--- config.mk ---
export PLATFORM = sky130hd
export DESIGN_NAME = nrzi_crc_rx
export DESIGN_NICKNAME = d
export VERILOG_FILES = /design/src/rtl/crc_nrzi_pkg.sv /design/src/rtl/nrzi_dec.sv /design/src/rtl/nrzi_crc_rx.sv
export SDC_FILE = /design/constraint.sdc
export NUM_CORES = 1
export LEC_CHECK = 0
export BUFFER_PORTS_ARGS = -buffer_cell sky130_fd_sc_hd__buf_2
export CORE_ASPECT_RATIO = 2
export CORE_MARGIN = 5
export CORE_UTILIZATION = 40
export CTS_CLUSTER_SIZE = 20
export DETAILED_ROUTE_END_ITERATION = 6
export PLACE_DENSITY_LB_ADDON = 0.25
export SYNTH_ARGS = -nofsm -noshare
export SYNTH_HDL_FRONTEND = slang
export SYNTH_SLANG_ARGS = --single-unit
--- constraint.sdc ---
create_clock -name clk_i -period 2.6 [get_ports clk_i]
set_clock_uncertainty 0.1 [all_clocks]
set_input_delay 0.26 -clock clk_i [delete_from_list [all_inputs] [get_ports clk_i]]
set_output_delay 0.26 -clock clk_i [all_outputs]
set_load 0.01 [all_outputs]
--- src/rtl/crc_nrzi_pkg.sv ---
`default_nettype none
// ============================================================================
// crc_nrzi_pkg : shared types, default frame constants and CRC step function
// Revision     : 1.0
// ============================================================================
package crc_nrzi_pkg;

    typedef enum logic [1:0] {
        IDLE  = 2'd0,
        DATA  = 2'd1,
        CHECK = 2'd2,
        DONE  = 2'd3
    } rx_state_e;

    localparam int          DATA_W_DEF   = 32;
    localparam int          CRC_W_DEF    = 16;
    localparam logic [15:0] POLY_DEF     = 16'h8005;
    localparam logic [15:0] CRC_INIT_DEF = 16'h0000;
    localparam int          CRC_MAX      = 32;

    // One LFSR step for any width up to CRC_MAX; bits above width are cleared.
    function automatic logic [CRC_MAX-1:0] crc_step(
        input logic [CRC_MAX-1:0] crc,
        input logic               b,
        input logic [CRC_MAX-1:0] poly,
        input int                 width
    );
        logic [CRC_MAX-1:0] top;
        logic [CRC_MAX-1:0] nxt;
        logic [CRC_MAX-1:0] mask;
        logic               fb;
        top  = crc >> (width - 1);
        fb   = top[0] ^ b;
        nxt  = (crc << 1) ^ (fb ? poly : '0);
        mask = CRC_MAX'((64'd1 << width) - 64'd1);
        return nxt & mask;
    endfunction

endpackage
`default_nettype wire

--- src/rtl/nrzi_dec.sv ---
`default_nettype none
// ============================================================================
// nrzi_dec : NRZI to NRZ decoder, a line transition decodes as 1
// Revision : 1.0
// ============================================================================
module nrzi_dec (
    input  logic clk_i,
    input  logic resetn_i,
    input  logic en_i,
    input  logic y_i,
    output logic d_o
);

    logic r_prev_line;

    always_ff @(posedge clk_i or negedge resetn_i) begin
        if (!resetn_i) begin
            r_prev_line <= 1'b0;
        end else if (en_i) begin
            r_prev_line <= y_i;
        end
    end

    assign d_o = y_i ^ r_prev_line;

endmodule
`default_nettype wire

--- src/rtl/nrzi_crc_rx.sv ---
`default_nettype none
// ============================================================================
// nrzi_crc_rx : NRZI line receiver, LSB-first payload + MSB-first CRC check
// Revision    : 1.0
// ============================================================================
module nrzi_crc_rx
    import crc_nrzi_pkg::*;
#(
    parameter int               DATA_W   = DATA_W_DEF,
    parameter int               CRC_W    = CRC_W_DEF,
    parameter logic [CRC_W-1:0] POLY     = CRC_W'(POLY_DEF),
    parameter logic [CRC_W-1:0] CRC_INIT = CRC_W'(CRC_INIT_DEF)
) (
    input  logic              clk_i,
    input  logic              resetn_i,
    input  logic              y_i,
    input  logic              en_i,
    input  logic              sof_i,
    output logic [DATA_W-1:0] data_o,
    output logic              data_valid_o,
    output logic              crc_ok_o,
    output logic              crc_err_o,
    output logic              abort_o
);

    localparam int               CNT_W     = $clog2(DATA_W);
    localparam logic [CNT_W-1:0] LAST_DATA = CNT_W'(DATA_W - 1);
    localparam logic [CNT_W-1:0] LAST_CRC  = CNT_W'(CRC_W - 1);

    rx_state_e         r_state, state_n;
    logic [CNT_W-1:0]  r_cnt, cnt_n;
    logic [CRC_W-1:0]  r_crc, crc_n;
    logic [DATA_W-1:0] r_shift, shift_n;
    logic [DATA_W-1:0] r_data, data_n;
    logic              r_ok, ok_n;
    logic              r_valid, valid_n;
    logic              r_abort, abort_n;
    logic              w_d;
    logic [CRC_W-1:0]  w_crc_stepped;
    logic [CRC_W-1:0]  w_crc_seeded;

    nrzi_dec u_nrzi_dec (
        .clk_i    (clk_i),
        .resetn_i (resetn_i),
        .en_i     (en_i),
        .y_i      (y_i),
        .d_o      (w_d)
    );

    assign w_crc_stepped = CRC_W'(crc_step(CRC_MAX'(r_crc), w_d, CRC_MAX'(POLY), CRC_W));
    assign w_crc_seeded  = CRC_W'(crc_step(CRC_MAX'(CRC_INIT), w_d, CRC_MAX'(POLY), CRC_W));

    always_ff @(posedge clk_i or negedge resetn_i) begin
        if (!resetn_i) begin
            r_state <= IDLE;
            r_cnt   <= '0;
            r_crc   <= CRC_INIT;
            r_shift <= '0;
            r_data  <= '0;
            r_ok    <= 1'b0;
            r_valid <= 1'b0;
            r_abort <= 1'b0;
        end else begin
            r_state <= state_n;
            r_cnt   <= cnt_n;
            r_crc   <= crc_n;
            r_shift <= shift_n;
            r_data  <= data_n;
            r_ok    <= ok_n;
            r_valid <= valid_n;
            r_abort <= abort_n;
        end
    end

    always_comb begin
        state_n = r_state;
        cnt_n   = r_cnt;
        crc_n   = r_crc;
        shift_n = r_shift;
        data_n  = r_data;
        ok_n    = r_ok;
        valid_n = 1'b0;
        abort_n = 1'b0;
        // DONE is a single-cycle verdict state, even when no bit arrives.
        if (r_state == DONE) begin
            state_n = IDLE;
        end
        if (en_i) begin
            if (sof_i) begin
                state_n = DATA;
                cnt_n   = CNT_W'(1);
                crc_n   = w_crc_seeded;
                shift_n = DATA_W'(w_d);
                abort_n = (r_state == DATA) || (r_state == CHECK);
            end else begin
                case (r_state)
                    DATA: begin
                        shift_n[r_cnt] = w_d;
                        crc_n          = w_crc_stepped;
                        if (r_cnt == LAST_DATA) begin
                            state_n = CHECK;
                            cnt_n   = '0;
                        end else begin
                            cnt_n = r_cnt + CNT_W'(1);
                        end
                    end
                    CHECK: begin
                        crc_n = w_crc_stepped;
                        if (r_cnt == LAST_CRC) begin
                            state_n = DONE;
                            cnt_n   = '0;
                            valid_n = 1'b1;
                            data_n  = r_shift;
                            ok_n    = (w_crc_stepped == '0);
                        end else begin
                            cnt_n = r_cnt + CNT_W'(1);
                        end
                    end
                    default: ;
                endcase
            end
        end
    end

    assign data_o       = r_data;
    assign data_valid_o = r_valid;
    assign crc_ok_o     = r_ok;
    assign crc_err_o    = r_valid & ~r_ok;
    assign abort_o      = r_abort;

endmodule
`default_nettype wire

==> flow_summary.ini, run 1 <==
[outcome]
status = completed

[setup_path]
critPathArrivalTime_ps = 2360
cpMaxStageDelayCell = dfrtp_1
cpLargestDelayFamily = simple AND/OR/NAND/NOR gates
start_kind = flip-flop
cp.required_ps = 2760
crit_path_max_incr_delay_ps = 440
timing.critical_path.buf_inv = 0
worstSetupEndpointType = flip-flop
cp_common_cell = ha_1
crit_chain = ha_1, and3_1, ha_1, mux2_2, nor3_2, nand4_1, o21ai_0
crit_fanout = 8
crit_type = reg -> reg

[route]
avgViaCountPerCell = 5.44
dr.pass1.iters = 4
vias = 3072
route.detailed.drc = 0
antenna_left = 0
drt-total-wl_um = 9590
avgRoutedWirePerCell_um = 17.0
detail_route.iter0.violations = 136

[clock_network]
clkSinkCount = 91
root_buffer = clkbuf_16
post_cts_buffers = 0
clkLatencyLatePin_ps = 340
numCtsBuffers = 9
cts.clk_slew.worst_paths_ps = 60
htreeDepth = 3
cts_tree = yes
clk_path_buf_depth = 2

[yosys]
synthDistinctLibCells = 42
synth-edff-count = 0
seq_area_frac_synth_pct = 52.9
synthFlopType = dfrtp_1
synth_top_family_by_area = compound AO/OA/AOI/OAI gates
synth_xor_area_share_pct = 0.814
synth-compound-area-share_pct = 17.2
postSynthCellCount = 388
ys_warn_count = 0
synth.mux.area_fraction_pct = 8.67
synthAdderAreaFrac_pct = 2.91
syn_nets = 403
synthArstFlopShare_pct = 100
syn_area_um2 = 4300
ys_ff_latch = 91
synth_simple_gate_area_share_pct = 11.3
avgSynthCellArea_um2 = 11.1

[power_and_ir_drop]
power_density_nw_per_um2 = 715
vdd_drop_max_uv = 339
p_leak_uw = 0.00239

[layout]
nFillCells = 988
num_antenna_cells = 0
ff_latch_area_um2 = 2280
finish.net_count = 438
mostFrequentLayoutCells = 91 x dfrtp_1, 41 x nand2_1, 39 x buf_2, 31 x inv_1
final_area_um2 = 5000
multiInputGateArea_um2 = 1760
drive_above_1_share_pct = 20.3
area_growth_pct = 16.2
layout_commonest_cell = dfrtp_1

[flow_run]
drv_cap = 0

[sta]
setup_slack_ps = 402
worst_slew_pin_slew_ps = 609
rsz0062_at_grt = false
fmax_mhz = 455
slew_viol_final = 0
setup_viol = 0
hold_violations = 0
slew_headroom_pct = 59.2
fin_crit_sh_pct = 84.5
whs_ps = 107
fin_crit_ps = 2200
finalSetupTns_ps = 0

[die]
initial_core_util_pct = 40.8
die_area_um2 = 13100
fp-row-count = 53
die_h_um = 157
core-area_um2 = 10500
io_pins = 41
die_w_um = 83.3

[global_routing]
grt_pass1_wl_um = 15900
grt_pass1_vias = 3160
grt.total_usage_pct = 15.2
grt_start_max_net_pins = 55
grt-ovfl-total = 0
antenna_found_initial = 0

[worst_hold_path]
hold_path.class = in -> reg

[place]
place_area_um2 = 4650
dpl.hpwl_um = 7020
gp_congestion = 0.839
dp_slack_ps = 406
port_buffers = 40
kinds of logic after synthesis:
| family | count (synthesis) |
|---|---|
| fa+ha+maj | 10 |
| flops | 91 |
| compound gates | 102 |
| xor+xnor | 4 |
| buf+inv | 62 |
| mux | 34 |
| simple gates | 85 |
layout make-up:
class / instances / area share [%]
clock inverter: 4 / 1.95
clock buffer: 12 / 4.93
multi-input combinational: 235 / 35.2
sequential: 91 / 45.5
timing repair buffer: 55 / 6.61
inverter: 31 / 2.33
tap: 137 / 3.43
state kept, by name, summed over array words and instances (netlist names):
| name | flops |
|---|---|
| abort_o | 1 |
| data_valid_o | 1 |
| r_crc | 16 |
| crc_ok_o | 1 |
| data_o | 32 |
| r_cnt | 5 |
| u_nrzi_dec.r_prev_line | 1 |
| r_shift | 32 |
| r_state | 2 |
through the flow:
step           cells  utilization, %  total power [µW]
5_1_grt          565            47.4              3700
3_5_place_dp     548            44.1              2100
3_3_place_gp     548            44.1              2080
4_1_cts          565            47.4              3600
2_1_floorplan    388               -              1920
6_report         565            47.4              3570
synth_stat cells (6+ instances only):
library cell,number,area share (%)
clkbuf_1,13,1.1
a22oi_1,15,2.6
nand4_1,6,0.87
mux2i_1,8,1.9
nand2_1,41,3.6
a21oi_1,7,0.81
a32o_1,22,5.1
and3_1,6,0.87
buf_2,13,1.5
ha_1,10,2.9
o22ai_1,22,3.2
mux2_1,21,5.5
o21ai_0,20,2.3
dfrtp_1,91,53
inv_1,31,2.7
worst reg2reg max path, stage by stage, from the launching register on:
cell and delay, ps:
dfrtp_1 440, ha_1 330, and3_1 250, ha_1 220, mux2_2 320, nor3_2 210
nand4_1 120, o21ai_0 140
metal layers:
layer	GRT usage [%]	part of all wire, %	up-vias
met5	0	0	-
met4	7.64	3.3	0
met3	2.58	2.6	22
met2	28.9	57	49
met1	15.9	37	1529
li1	-	-	1472
repair_timing:
action	in CTS	in global routing
endpoints found under the hold margin	37	0
gates resized for setup	0	0
hold buffers	1	0
report_power, final:
part	switching, µW	internal [µW]
Clock	535	967
Sequential	75.3	1500
Combinational	319	178
path summary, 6_finish.rpt:
check,slack (ps),startpoint,cells after the start,end
setup / recovery,400,r_cnt[0]$_DFFE_PN0P_,7,r_cnt[3]$_DFFE_PN0P_
hold / removal,110,y_i,2,u_nrzi_dec.r_prev_line$_DFFE_PN0P_
setup reg to reg,400,r_cnt[0]$_DFFE_PN0P_,7,r_cnt[3]$_DFFE_PN0P_
hold reg to reg,380,data_o[31]$_DFFE_PN0P_,2,data_o[31]$_DFFE_PN0P_
max in group asynchronous,1420,resetn_i,3,data_o[19]$_DFFE_PN0P_
min in group asynchronous,330,resetn_i,2,data_o[4]$_DFFE_PN0P_
Power figures use the tool's default switching activity.
==> run 2: changes to the inputs <==
- clock period: 2.6 -> 2 ns (I/O delays scaled with it)
==> flow_summary.ini, run 2 (synthesis results as in run 1) <==
[outcome]
status = completed

[place]
dpl.hpwl_um = 7130
port_buffers = 40
place_area_um2 = 4810
gp_congestion = 0.773

[sta]
rsz0062_at_grt = false
fin_crit_ps = 1890
worst_slew_pin_slew_ps = 507
finalSetupTns_ps = 0
slew_viol_final = 0
whs_ps = 52.4
hold_violations = 0
slew_headroom_pct = 66.2
setup_viol = 0
fmax_mhz = 529
fin_crit_sh_pct = 94.5

[clock_network]
clkLatencyLatePin_ps = 340
post_cts_buffers = 0
cts.clk_slew.worst_paths_ps = 60
clkSinkCount = 91
htreeDepth = 3
clk_path_buf_depth = 2
numCtsBuffers = 9
cts_tree = yes
root_buffer = clkbuf_16

[setup_path]
timing.critical_path.buf_inv = 0
cpMaxStageDelayCell = dfrtp_1
crit_fanout = 4
cp.required_ps = 2160
critPathArrivalTime_ps = 2050
crit_chain = ha_2, and3_4, ha_1, mux2_4, nor3_4, nand4_1, o21ai_1
crit_type = reg -> reg
cpLargestDelayFamily = simple AND/OR/NAND/NOR gates
crit_path_max_incr_delay_ps = 380
worstSetupEndpointType = flip-flop
start_kind = flip-flop

[layout]
final_area_um2 = 5150
area_growth_pct = 19.7
fin_util_pct = 48.8
num_antenna_cells = 0
finish.net_count = 455
mostFrequentLayoutCells = 91 x dfrtp_1, 41 x nand2_1, 39 x buf_2, 31 x inv_1, 30 x buf_4
layout_commonest_cell = dfrtp_1
drive_above_1_share_pct = 24.7

[route]
avgRoutedWirePerCell_um = 16.5
detail_route.iter0.violations = 131
antenna_left = 0
route.detailed.drc = 0
avgViaCountPerCell = 5.37
dr.pass1.iters = 4
vias = 3123
drt-total-wl_um = 9610

[global_routing]
grt_pass1_vias = 3241
antenna_found_initial = 0
grt.total_usage_pct = 15.5
grt_start_max_net_pins = 39
grt-ovfl-total = 0
grt_pass1_wl_um = 16200

[power_and_ir_drop]
swShare_pct = 26.9
pwr-share-clk_pct = 39.9
p_leak_uw = 0.00247
seqPwrFrac_pct = 44.8
internal_power_uw = 3320
vdd_drop_max_uv = 650
power_density_nw_per_um2 = 884
power_uw = 4550
switchingPower_uw = 1230
pwr-share-comb_pct = 15.3

[die]
initial_core_util_pct = 40.8
die_area_um2 = 13100
die_w_um = 83.3
io_pins = 41
fp-row-count = 53
core-area_um2 = 10500
die_h_um = 157

[worst_hold_path]
hold_path.class = in -> reg

[flow_run]
drv_cap = 0
[run 2: cell types whose count changed in the layout (fill, tap and decap cells not counted), sizes merged]
cell,delta
buf,+17
clkbuf,-3
bufinv,-1
clkinvlp,+2
clkinv,+1
inv,+1
[run 2: metrics by stage]
step	cells	worst slack (ps)
after detailed placement	565	100
after global routing	582	0.885
after floorplan	388	4.80
final	582	110
after CTS	582	100
after global placement	565	171
[run 2: path summary, 6_finish.rpt]
kind	to	slack [ps]	start	cells past startpoint
min reg2reg	data_o[3]$_DFFE_PN0P_	380	data_o[3]$_DFFE_PN0P_	2
min	u_nrzi_dec.r_prev_line$_DFFE_PN0P_	50	y_i	2
max in group asynchronous	r_crc[11]$_DFFE_PN0P_	950	resetn_i	3
max	r_cnt[3]$_DFFE_PN0P_	110	r_cnt[0]$_DFFE_PN0P_	7
max reg2reg	r_cnt[3]$_DFFE_PN0P_	110	r_cnt[0]$_DFFE_PN0P_	7
min in group asynchronous	data_o[5]$_DFFE_PN0P_	270	resetn_i	2
[run 2: worst reg2reg max path, cell delays in order (launching register included)]
cell     delay, ps
dfrtp_1        380
ha_2           190
and3_4         190
ha_1           190
mux2_4         310
nor3_4         220
nand4_1        110
o21ai_1        130
[run 2: cell type report]
class                      count  area [µm²]
fill                         957        5400
clock buffer                   9         225
inverter                      31         116
timing repair buffer          72         470
tap                          137         171
multi-input combinational    235        1790
sequential                    91        2280
clock inverter                 7         100
[run 2: routing by layer]
layer	GRT usage, %	part of all wire (%)	wire, µm	vias to the layer above
met5	0	0	0	-
met4	8.26	3.4	331	0
met3	3.16	2.7	255	24
met2	29.4	56	5400	49
met1	15.8	38	3630	1546
li1	-	-	-	1504
[run 2: power by group through the flow]
stage | sequential [µW] | clock, µW | combinational (µW)
finish | 2040 | 1810 | 697
global route | 2050 | 1930 | 771
CTS | 2040 | 1870 | 705
detailed placement | 2070 | 0 | 701
global placement | 2070 | 0 | 685
floorplan | 2060 | 0 | 451
[run 2: what timing repair did]
| item | 4_1_cts | 5_1_grt |
|---|---|---|
| endpoints found under the hold margin | 35 | 0 |
| gates resized for setup | 0 | 2 |
| hold buffers | 1 | 0 |
| setup endpoints to repair | 0 | 2 |
